<file path="config.mk">
export PLATFORM = sky130hd
export DESIGN_NAME = log_lane_spawner
export DESIGN_NICKNAME = d
export VERILOG_FILES = /design/src/rtl/log_lane_spawner.sv
export SDC_FILE = /design/constraint.sdc
export NUM_CORES = 1
export LEC_CHECK = 0
export CELL_PAD_IN_SITES_DETAIL_PLACEMENT = 0
export CELL_PAD_IN_SITES_GLOBAL_PLACEMENT = 1
export CORE_MARGIN = 2
export CORE_UTILIZATION = 42
export CTS_CLUSTER_DIAMETER = 30
export DETAILED_ROUTE_END_ITERATION = 7
export PLACE_DENSITY = 0.83
export REMOVE_ABC_BUFFERS = 1
export SETUP_SLACK_MARGIN = 0.15
export SLEW_MARGIN = 20
export SYNTH_ARGS = -nofsm -noshare
export SYNTH_HDL_FRONTEND = slang
export SYNTH_SLANG_ARGS = --single-unit
</file>
<file path="constraint.sdc">
create_clock -name clk -period 3.23 [get_ports clk]
set_input_delay 0.4845 -clock clk [delete_from_list [all_inputs] [get_ports clk]]
set_output_delay 0.4845 -clock clk [all_outputs]
set_load 0.1 [all_outputs]
</file>
<file path="src/rtl/log_lane_spawner.sv">
// River-lane log generator: moves, retires and spawns logs once per frame and answers pixel draw queries.
// Latency: frame update takes 3 cycles after startOfFrame; draw outputs are registered, 1 cycle after pixelX/pixelY.
// Backpressure: none; startOfFrame pulses outside the idle state are dropped, enable=0 parks the FSM in WAIT.
module log_lane_spawner #(
    parameter int         N_LOGS    = 4,
    parameter int         LOG_W     = 96,
    parameter int         LOG_H     = 32,
    parameter int         LANE_Y    = 128,
    parameter int         SPEED     = 2,
    parameter bit         DIR_RIGHT = 1'b1,
    parameter int         SCREEN_W  = 640,
    parameter int         MIN_GAP   = 30,
    parameter int         GAP_MASK  = 31,
    parameter logic [7:0] LFSR_SEED = 8'hA5
) (
    input  logic              clk,
    input  logic              resetN,
    input  logic              enable,
    input  logic              startOfFrame,
    input  logic [10:0]       pixelX,
    input  logic [10:0]       pixelY,
    output logic [N_LOGS-1:0] draw_req,
    output logic              any_draw_req,
    output logic [10:0]       offsetX,
    output logic [10:0]       offsetY,
    output logic [N_LOGS-1:0] active_mask,
    output logic [2:0]        log_count
);

    localparam int IW = (N_LOGS > 1) ? $clog2(N_LOGS) : 1;

    localparam logic signed [11:0] SPAWN_X     = DIR_RIGHT ? 12'(-LOG_W) : 12'(SCREEN_W);
    localparam logic signed [11:0] RIGHT_LIMIT = 12'(SCREEN_W);
    localparam logic signed [11:0] LEFT_LIMIT  = 12'(-LOG_W);
    localparam logic signed [11:0] STEP        = 12'(SPEED);
    localparam logic signed [12:0] WIDTH13     = 13'(LOG_W);

    typedef enum logic [1:0] {
        S_WAIT   = 2'd0,
        S_MOVE   = 2'd1,
        S_RETIRE = 2'd2,
        S_SPAWN  = 2'd3
    } state_t;

    state_t             state;
    logic signed [11:0] xpos [N_LOGS];
    logic [N_LOGS-1:0]  active;
    logic [15:0]        spawn_timer;
    logic [7:0]         lfsr;
    logic [7:0]         lfsr_next;

    logic               free_found;
    logic [IW-1:0]      free_idx;

    logic signed [12:0] px_s;
    logic               y_in;
    logic [N_LOGS-1:0]  hit;
    logic [10:0]        first_off;

    // Sign-extend a position so x + LOG_W never wraps.
    function automatic logic signed [12:0] sext(input logic signed [11:0] v);
        return {v[11], v};
    endfunction

    // Polynomial x^8+x^6+x^5+x^4+1, shifting left with feedback into bit 0.
    assign lfsr_next   = {lfsr[6:0], lfsr[7] ^ lfsr[5] ^ lfsr[4] ^ lfsr[3]};
    assign active_mask = active;

    assign px_s = signed'({2'b00, pixelX});
    assign y_in = ({1'b0, pixelY} >= 12'(LANE_Y)) && ({1'b0, pixelY} < 12'(LANE_Y + LOG_H));

    // Lowest-index free slot; scanning downward lets the lowest index win.
    always_comb begin
        free_found = 1'b0;
        free_idx   = '0;
        for (int i = N_LOGS - 1; i >= 0; i--) begin
            if (!active[i]) begin
                free_found = 1'b1;
                free_idx   = IW'(i);
            end
        end
    end

    // Per-slot hit test; offset follows the lowest-index hit.
    always_comb begin
        hit       = '0;
        first_off = '0;
        for (int i = N_LOGS - 1; i >= 0; i--) begin
            hit[i] = active[i] && y_in &&
                     (sext(xpos[i]) <= px_s) && (px_s < sext(xpos[i]) + WIDTH13);
            if (hit[i]) begin
                first_off = 11'(px_s - sext(xpos[i]));
            end
        end
    end

    // Registered draw answer and occupancy count.
    always_ff @(posedge clk or posedge resetN) begin
        if (resetN) begin
            draw_req     <= '0;
            any_draw_req <= 1'b0;
            offsetX      <= '0;
            offsetY      <= '0;
            log_count    <= '0;
        end else begin
            draw_req     <= hit;
            any_draw_req <= |hit;
            offsetX      <= (|hit) ? first_off : 11'd0;
            offsetY      <= (|hit) ? 11'(pixelY - 11'(LANE_Y)) : 11'd0;
            log_count    <= 3'($countones(active));
        end
    end

    // Frame sequencer: WAIT -> MOVE -> RETIRE -> SPAWN -> WAIT.
    always_ff @(posedge clk or posedge resetN) begin
        if (resetN) begin
            state       <= S_WAIT;
            active      <= '0;
            spawn_timer <= '0;
            lfsr        <= LFSR_SEED;
            for (int i = 0; i < N_LOGS; i++) begin
                xpos[i] <= '0;
            end
        end else begin
            case (state)
                S_WAIT: begin
                    if (startOfFrame && enable) begin
                        state <= S_MOVE;
                    end
                end
                S_MOVE: begin
                    for (int i = 0; i < N_LOGS; i++) begin
                        if (active[i]) begin
                            xpos[i] <= DIR_RIGHT ? (xpos[i] + STEP) : (xpos[i] - STEP);
                        end
                    end
                    state <= S_RETIRE;
                end
                S_RETIRE: begin
                    for (int i = 0; i < N_LOGS; i++) begin
                        if (DIR_RIGHT ? (xpos[i] >= RIGHT_LIMIT) : (xpos[i] <= LEFT_LIMIT)) begin
                            active[i] <= 1'b0;
                        end
                    end
                    state <= S_SPAWN;
                end
                S_SPAWN: begin
                    lfsr <= lfsr_next;
                    if (spawn_timer != 16'd0) begin
                        spawn_timer <= spawn_timer - 16'd1;
                    end else if (free_found) begin
                        active[free_idx] <= 1'b1;
                        xpos[free_idx]   <= SPAWN_X;
                        spawn_timer      <= 16'(MIN_GAP) + 16'(lfsr_next & 8'(GAP_MASK));
                    end
                    state <= S_WAIT;
                end
                default: state <= S_WAIT;
            endcase
        end
    end

endmodule

</file>
==> results of run 1 <==
-- cells by family (layout without fill, tap and decap cells) --
kind of cell    count (synthesis)  after routing
simple gates                  329            329
compound gates                281            281
fa+ha+maj                     138            138
buf+inv                       122            358
flops                         108            108
xor+xnor                       64             64
mux                            23             23
other cells                     0              1
-- stage by stage --
step | total power (W) | setup slack (ps) | cells | cell area (sq um) | setup TNS, ps
detailed placement | 0.00488 | -608 | 1555 | 11400 | -11130
floorplan | 0.00368 | -330 | 1035 | 9060 | -13750
global placement | 0.00482 | -611 | 1555 | 11400 | -9880
CTS | 0.00609 | 153 | 1575 | 11800 | 0
finish | 0.00610 | 201 | 1582 | 12000 | 0
global route | 0.00650 | 57.9 | 1581 | 12000 | 0
-- worst max-delay path: stages (launching register included) --
cell      delay [ps]
dfrtp_2          450
nor2_4           160
nor2_4            50
xnor2_2          120
ha_1             290
and2_4           170
or4_4            420
a21oi_4          130
a211oi_2          90
or2_4            290
buf_4            170
and3_1           190
a221oi_2         230
mux2i_1          110
-- cell type report --
class / instances / area [sq um]
antenna: 1 / 2.50
clock buffer: 10 / 229
clock inverter: 6 / 70.1
fill: 2020 / 9630
inverter: 92 / 352
multi-input combinational: 835 / 6240
sequential: 108 / 2710
tap: 280 / 350
timing repair buffer: 250 / 2030
-- placed cells by master (no fill, tap or decap), drive strengths merged, types with 10 or more instances in the layout --
cell,n
a21o,10
nand2,66
a31oi,16
nor2,102
mux2,15
xor2,26
and3,17
dfrtp,104
buf,196
nor2b,18
ha,133
a21oi,85
inv,94
o21ai,69
nor3,42
clkbuf,10
nor4,10
clkdlybuf4s50,50
nand3,32
xnor2,38
-- worst paths after layout --
path / startpoint / endpoint / slack, ps / cells past startpoint
max in group asynchronous: resetN / draw_req[1] / 1840 / 3
max reg2reg: xpos[17] / offsetX[8] / 200 / 13
max: xpos[17] / offsetX[8] / 200 / 13
min: spawn_timer[10] / spawn_timer[10] / 480 / 1
min reg2reg: spawn_timer[10] / spawn_timer[10] / 480 / 1
min in group asynchronous: resetN / xpos[33] / 530 / 2
-- timing repair --
item	in CTS	in global routing
endpoints found under the hold margin	0	0
buffers inserted	4	6
gates resized for setup	33	36
hold buffers	0	0
setup endpoints to repair	23	23
pin swaps	7	16
-- sequential cells by signal, indices dropped and copies added (netlist names), 3 cells and up --
register     count
xpos            48
spawn_timer     16
active_mask      4
lfsr             8
offsetY         11
draw_req         4
log_count        3
offsetX         11
-- metal layers --
metal / track usage, % / vias up / wire length, um
li1: - / 4272 / -
met1: 33.3 / 4182 / 13200
met2: 41.1 / 255 / 13400
met3: 4.48 / 51 / 1540
met4: 10.5 / 0 / 991
met5: 0 / - / 0
-- power breakdown --
| part | total (W) | switching, W | internal (W) |
|---|---|---|---|
| clock network | 0.00117 | 0.000561 | 0.000611 |
| registers | 0.00190 | 0.000281 | 0.00162 |
| logic | 0.00303 | 0.00165 | 0.00138 |
| total | 0.00610 | 0.00249 | 0.00361 |
==> run metrics, run 1 <==
outcome finished, final reports clean; CTS buffer count 9; First-pass DRT Iterations 5; critical path peak fanout 10; Min Hold Slack 477 ps; initial drt markers 644; Vias/cell 5.54; post-route ant nets 0; global-route wire length before repair 46,200 um; Core ar. about 22,000 sq um; mux contribution to synthesized area 2.71%; Worst IR Drop VDD 0.000442 V; Rel. slew slack 34.1%; final hold vios 0; CTS sink cnt 108; layout cell share with drive strength beyond 1 between 20% and 30%; vias in the first global route approximately 8,600; adder-cell share of the synthesized area about a fifth; CTS tree built; root cell of the clock tree clkbuf_16; worst slew pin tran roughly 980 ps; Mapped Avg Cell Area ~8.6 sq um; Worst EP arrival 3260 ps; Power Dens Cells 509 nW/um^2; # nets final 1,460; Die X 152 um; XOR/XNOR Fraction of Synth Area 6.11%; Final Util 55.4%; WS Path Type reg -> reg; fin crit share a little over nine tenths; CP required 3460 ps; Worst setup SP type register; GRT Total Usage about a quarter; Clk pin slew, worst setup/hold paths ~80 ps; I/O pin total 60; EDFF count, synth 0; Die Span Y ~150 um; CTS H-tree depth 3; maxcap violations 0; Final Setup Violations 0; Rows 54; Synth top cells by count 133 x ha_1, 104 x dfrtp_1, 100 x nor2_1; initial antenna violation count 0; top cell type's share of synthesized area 28.3%; vias after detailed routing between 8,000 and 9,000; die area 23,100 sq um; wire per inst between 15 and 20 um; min-delay worst type reg -> reg; fin crit period a little over 3000 ps; Syn. warnings 0; most common cell in the netlist ha_1; FMAX 330 MHz; RSZ-0062 raised after global routing yes; synthesized flop and latch total 108; Initial Util 42.5%; Yosys top cell by area dfrtp_1; Synth Area in Simple Gates 17.5%; Crit. End Element register; largest net degree at the start of global routing between 40 and 50; Yosys cell types 71; max-slew violation count 0; Leak ~5.5 nW; Clock Latency Late Sink 370 ps; largest cells by area after synthesis dfrtp_1 28%, ha_1 18%, a21oi_1 4.6%; P&R area growth vs syn 30.6%; FFs w/ async S/R, synth between 90% and 100%; Top FF cell, synth dfrtp_1; sequential share of the synthesized area 29.5%; largest family of logic cells by synthesized area compound AO/OA/AOI/OAI gates; Detail Placement HPWL 23,500 um; Routability Congestion between 0.9 and 1; complex-gate fraction of the synthesized area ~20%; Max Buffers Root-to-Sink 2; clk_skew about 11 ps; Port-buffer cells 59; Routed WL a little under 30,000 um; area of the mapped netlist 9180 sq um; # DRC 0; grt total ovfl 0; Syn Inst Count 1,065
No activity file was read; power rests on OpenSTA's default activity.
==> run 2, diff against run 1 <==
--- a/config.mk
+++ b/config.mk
@@ -11,7 +11,8 @@
 export CORE_UTILIZATION = 42
 export CTS_CLUSTER_DIAMETER = 30
 export DETAILED_ROUTE_END_ITERATION = 7
-export PLACE_DENSITY = 0.83
+export DONT_BUFFER_PORTS = 1
+export PLACE_DENSITY = 0.78
 export REMOVE_ABC_BUFFERS = 1
 export SETUP_SLACK_MARGIN = 0.15
 export SLEW_MARGIN = 20
==> run 2 against run 1 <==
  * Die area unchanged
  * Sequential cell count unchanged
  * Clock skew rose by 2.3 ps
  * Sequential power rose by 3%
  * Utilization decreased by 8.1 points
  * Worst setup slack better by 50 ps
  * Power shrank 9.5%
  * Largest cell class unchanged
  * Register-to-register slack better by 50 ps
  * Combinational power shrank 18%
  * Critical path type unchanged
==> run metrics, run 2 (same netlist as run 1, synthesis figures left out) <==
outcome finished, final reports clean (unchanged); Ant. Diodes 0 (was 1); Detail Placement HPWL 21,000 um (was 23,500 um); Final Setup Violations 0 (unchanged); Min Hold Slack 151 ps (was 477 ps); Worst IR Drop VDD 0.000361 V (was 0.000442 V); I/O pin total 60 (unchanged); fin crit share 92.2% (was 93.8%); final std cells w/o fill 1,395 (was 1,582); critical path peak fanout 9 (was 10); Psw 0.00230 W (was 0.00249 W); Routed WL 26,900 um (was 29,100 um); biggest regs xpos: 48 flops, spawn_timer: 16 flops (unchanged); CTS H-tree depth 3 (unchanged); Top reg by flops xpos (unchanged); maxcap violations 0 (unchanged); wire per inst 19.3 um (was 18.4 um); Largest register FFs 48 (unchanged); total power 0.00552 W (was 0.00610 W); R2R depth 12 (was 13); initial drt markers 515 (was 644); Max Buffers Root-to-Sink 2 (unchanged); placed insts 1,373 (was 1,555); FMAX 336 MHz (was 330 MHz); post-route ant nets 0 (unchanged); Combinational Power Share 44.7% (was 49.7%); vias in the first global route 7,657 (was 8,617); Clock power frac 20.0% (was 19.2%); Initial Util 42.5% (unchanged); grt total ovfl 0 (unchanged); most frequent cells in the layout 132 x ha_1, 103 x dfrtp_1, 97 x nor2_1 (was 193 x buf_4, 131 x ha_1, 100 x dfrtp_1); final hold vios 0 (unchanged); Area after DPL 9860 sq um (was 11,400 sq um); CTS buffer count 9 (unchanged); final instance area 10,200 sq um (was 12,000 sq um); Pint 0.00322 W (was 0.00361 W); register share of total power 35.3% (was 31.1%); Final TNS setup 0 ps (unchanged); Reg2Reg Setup Slack 250 ps (was 200 ps); critical path's slowest cell or4_1 (was dfrtp_2); die area 23,100 sq um (unchanged); Port-buffer cells 0 (was 59); Crit. End Element register (unchanged); Die Span Y 152 um (unchanged); Rel. slew slack 40.6% (was 34.1%); Power Dens Cells 539 nW/um^2 (was 509 nW/um^2); initial antenna violation count 0 (unchanged); min-delay worst type in -> async (was reg -> reg); Vias/cell 5.76 (was 5.54); max-slew violation count 0 (unchanged); layout cell share with drive strength beyond 1 11.7% (was 22.9%); commonest non-fill, non-tap cell in the layout ha_1 (was buf_4); Rows 54 (unchanged); # DRC 0 (unchanged); Worst EP arrival 3210 ps (was 3260 ps); Clk pin slew, worst setup/hold paths 80 ps (about the same); CTS sink cnt 108 (unchanged); Worst setup SP type register (unchanged); switch share 41.7% (was 40.9%); vias after detailed routing 8,033 (was 8,760); Die X 152 um (unchanged); fin crit period 2980 ps (was 3030 ps); WS Path Type reg -> reg (unchanged); Leak 4.64 nW (was 5.54 nW); Clock Latency Late Sink 370 ps (about the same); clk_skew 13.7 ps (was 11.4 ps); Crit path largest cell delay 420 ps (was 450 ps); # nets final 1,274 (was 1,460); First-pass DRT Iterations 5 (unchanged); Reg-to-Reg End offsetX[9] (was offsetX[8]); Core ar. 21,600 sq um (unchanged); root cell of the clock tree clkbuf_16 (unchanged); start of the worst register-to-register path xpos[17] (unchanged); CTS tree built (unchanged); CP required 3460 ps (about the same); worst slew pin tran 892 ps (was 985 ps); GRT Total Usage 23.2% (was 25.3%); largest net degree at the start of global routing 66 (was 48); RSZ-0062 raised after global routing yes (unchanged); global-route wire length before repair 43,000 um (was 46,200 um); P&R area growth vs syn 11.6% (was 30.6%); Routability Congestion 0.938 (was 0.924); crit-path cells nor2_2 -> nor2_1 -> xnor2_1 -> ha_1 -> and2_0 -> or4_1 -> a21oi_2 -> a211oi_2 -> or2_4 -> o2111a_1 -> a2111oi_0 -> a211oi_1 (was nor2_4 -> nor2_4 -> xnor2_2 -> ha_1 -> and2_4 -> or4_4 -> a21oi_4 -> a211oi_2 -> or2_4 -> buf_4 -> and3_1 -> a221oi_2 -> mux2i_1); crit path from xpos[17] (unchanged)
## run 2: cell types whose count changed in the layout (fill, tap and decap cells not counted), moves of 3 or more
cell / before / now
clkdlybuf4s50_1: 50 / 0
o21ai_0: 57 / 62
o21ai_1: 10 / 5
inv_2: 9 / 0
inv_1: 81 / 90
dfrtp_1: 100 / 103
buf_4: 193 / 63
dfrtp_2: 4 / 1
## run 2: critical path: cells and delay by family (launching register included)
family          cells  cell delay (ps)
simple gates        5             1110
compound gates      5              900
fa+ha+maj           1              290
xor+xnor            1              120
flops               1              400
## run 2: stage by stage
step	setup slack, ps	utilization [%]
detailed placement	38.1	45.6
finish	251	47.4
global placement	-64.8	45.6
floorplan	-330	-
CTS	157	47.0
global route	84.5	47.4
## run 2: worst max-delay path by stage
stage | end | slack [ps]
after floorplan | offsetY[9] | -330
after global placement | offsetX[10] | -60
after detailed placement | offsetX[10] | 40
after CTS | offsetX[9] | 160
after global routing | offsetX[9] | 80
final | offsetX[9] | 250
## run 2: routing by layer
layer | routed length (um) | part of all wire (%) | track usage (%) | up-vias
met3 | 1370 | 5.1 | 3.85 | 37
met4 | 649 | 2.4 | 7.25 | 0
met5 | 0 | 0 | 0 | -
met1 | 12700 | 47 | 32.2 | 3889
li1 | - | - | - | 3893
met2 | 12200 | 45 | 37.2 | 214
## run 2: timing repair
item,in CTS,in global routing
gates resized for setup,1,12
hold buffers,0,0
endpoints found under the setup margin,5,23
pin swaps,0,5
endpoints found under the hold margin,0,0
setup buffers,0,6
## run 2: layout make-up
cell class                      count  area, sq um
Fill cell                        2115        11400
Inverter                           92          348
Sequential cell                   108         2710
Clock buffer                       12          256
Multi-Input combinational cell    835         6060
Clock inverter                      4         30.0
Tap cell                          280          350
Timing Repair Buffer               64          493
## run 2: power groups by stage
stage	registers, W	clock network [W]	logic [W]
2_1_floorplan	0.00188	0	0.00179
3_3_place_gp	0.00196	0	0.00240
3_5_place_dp	0.00197	0	0.00243
4_1_cts	0.00194	0.00113	0.00245
5_1_grt	0.00199	0.00119	0.00276
6_report	0.00195	0.00110	0.00247
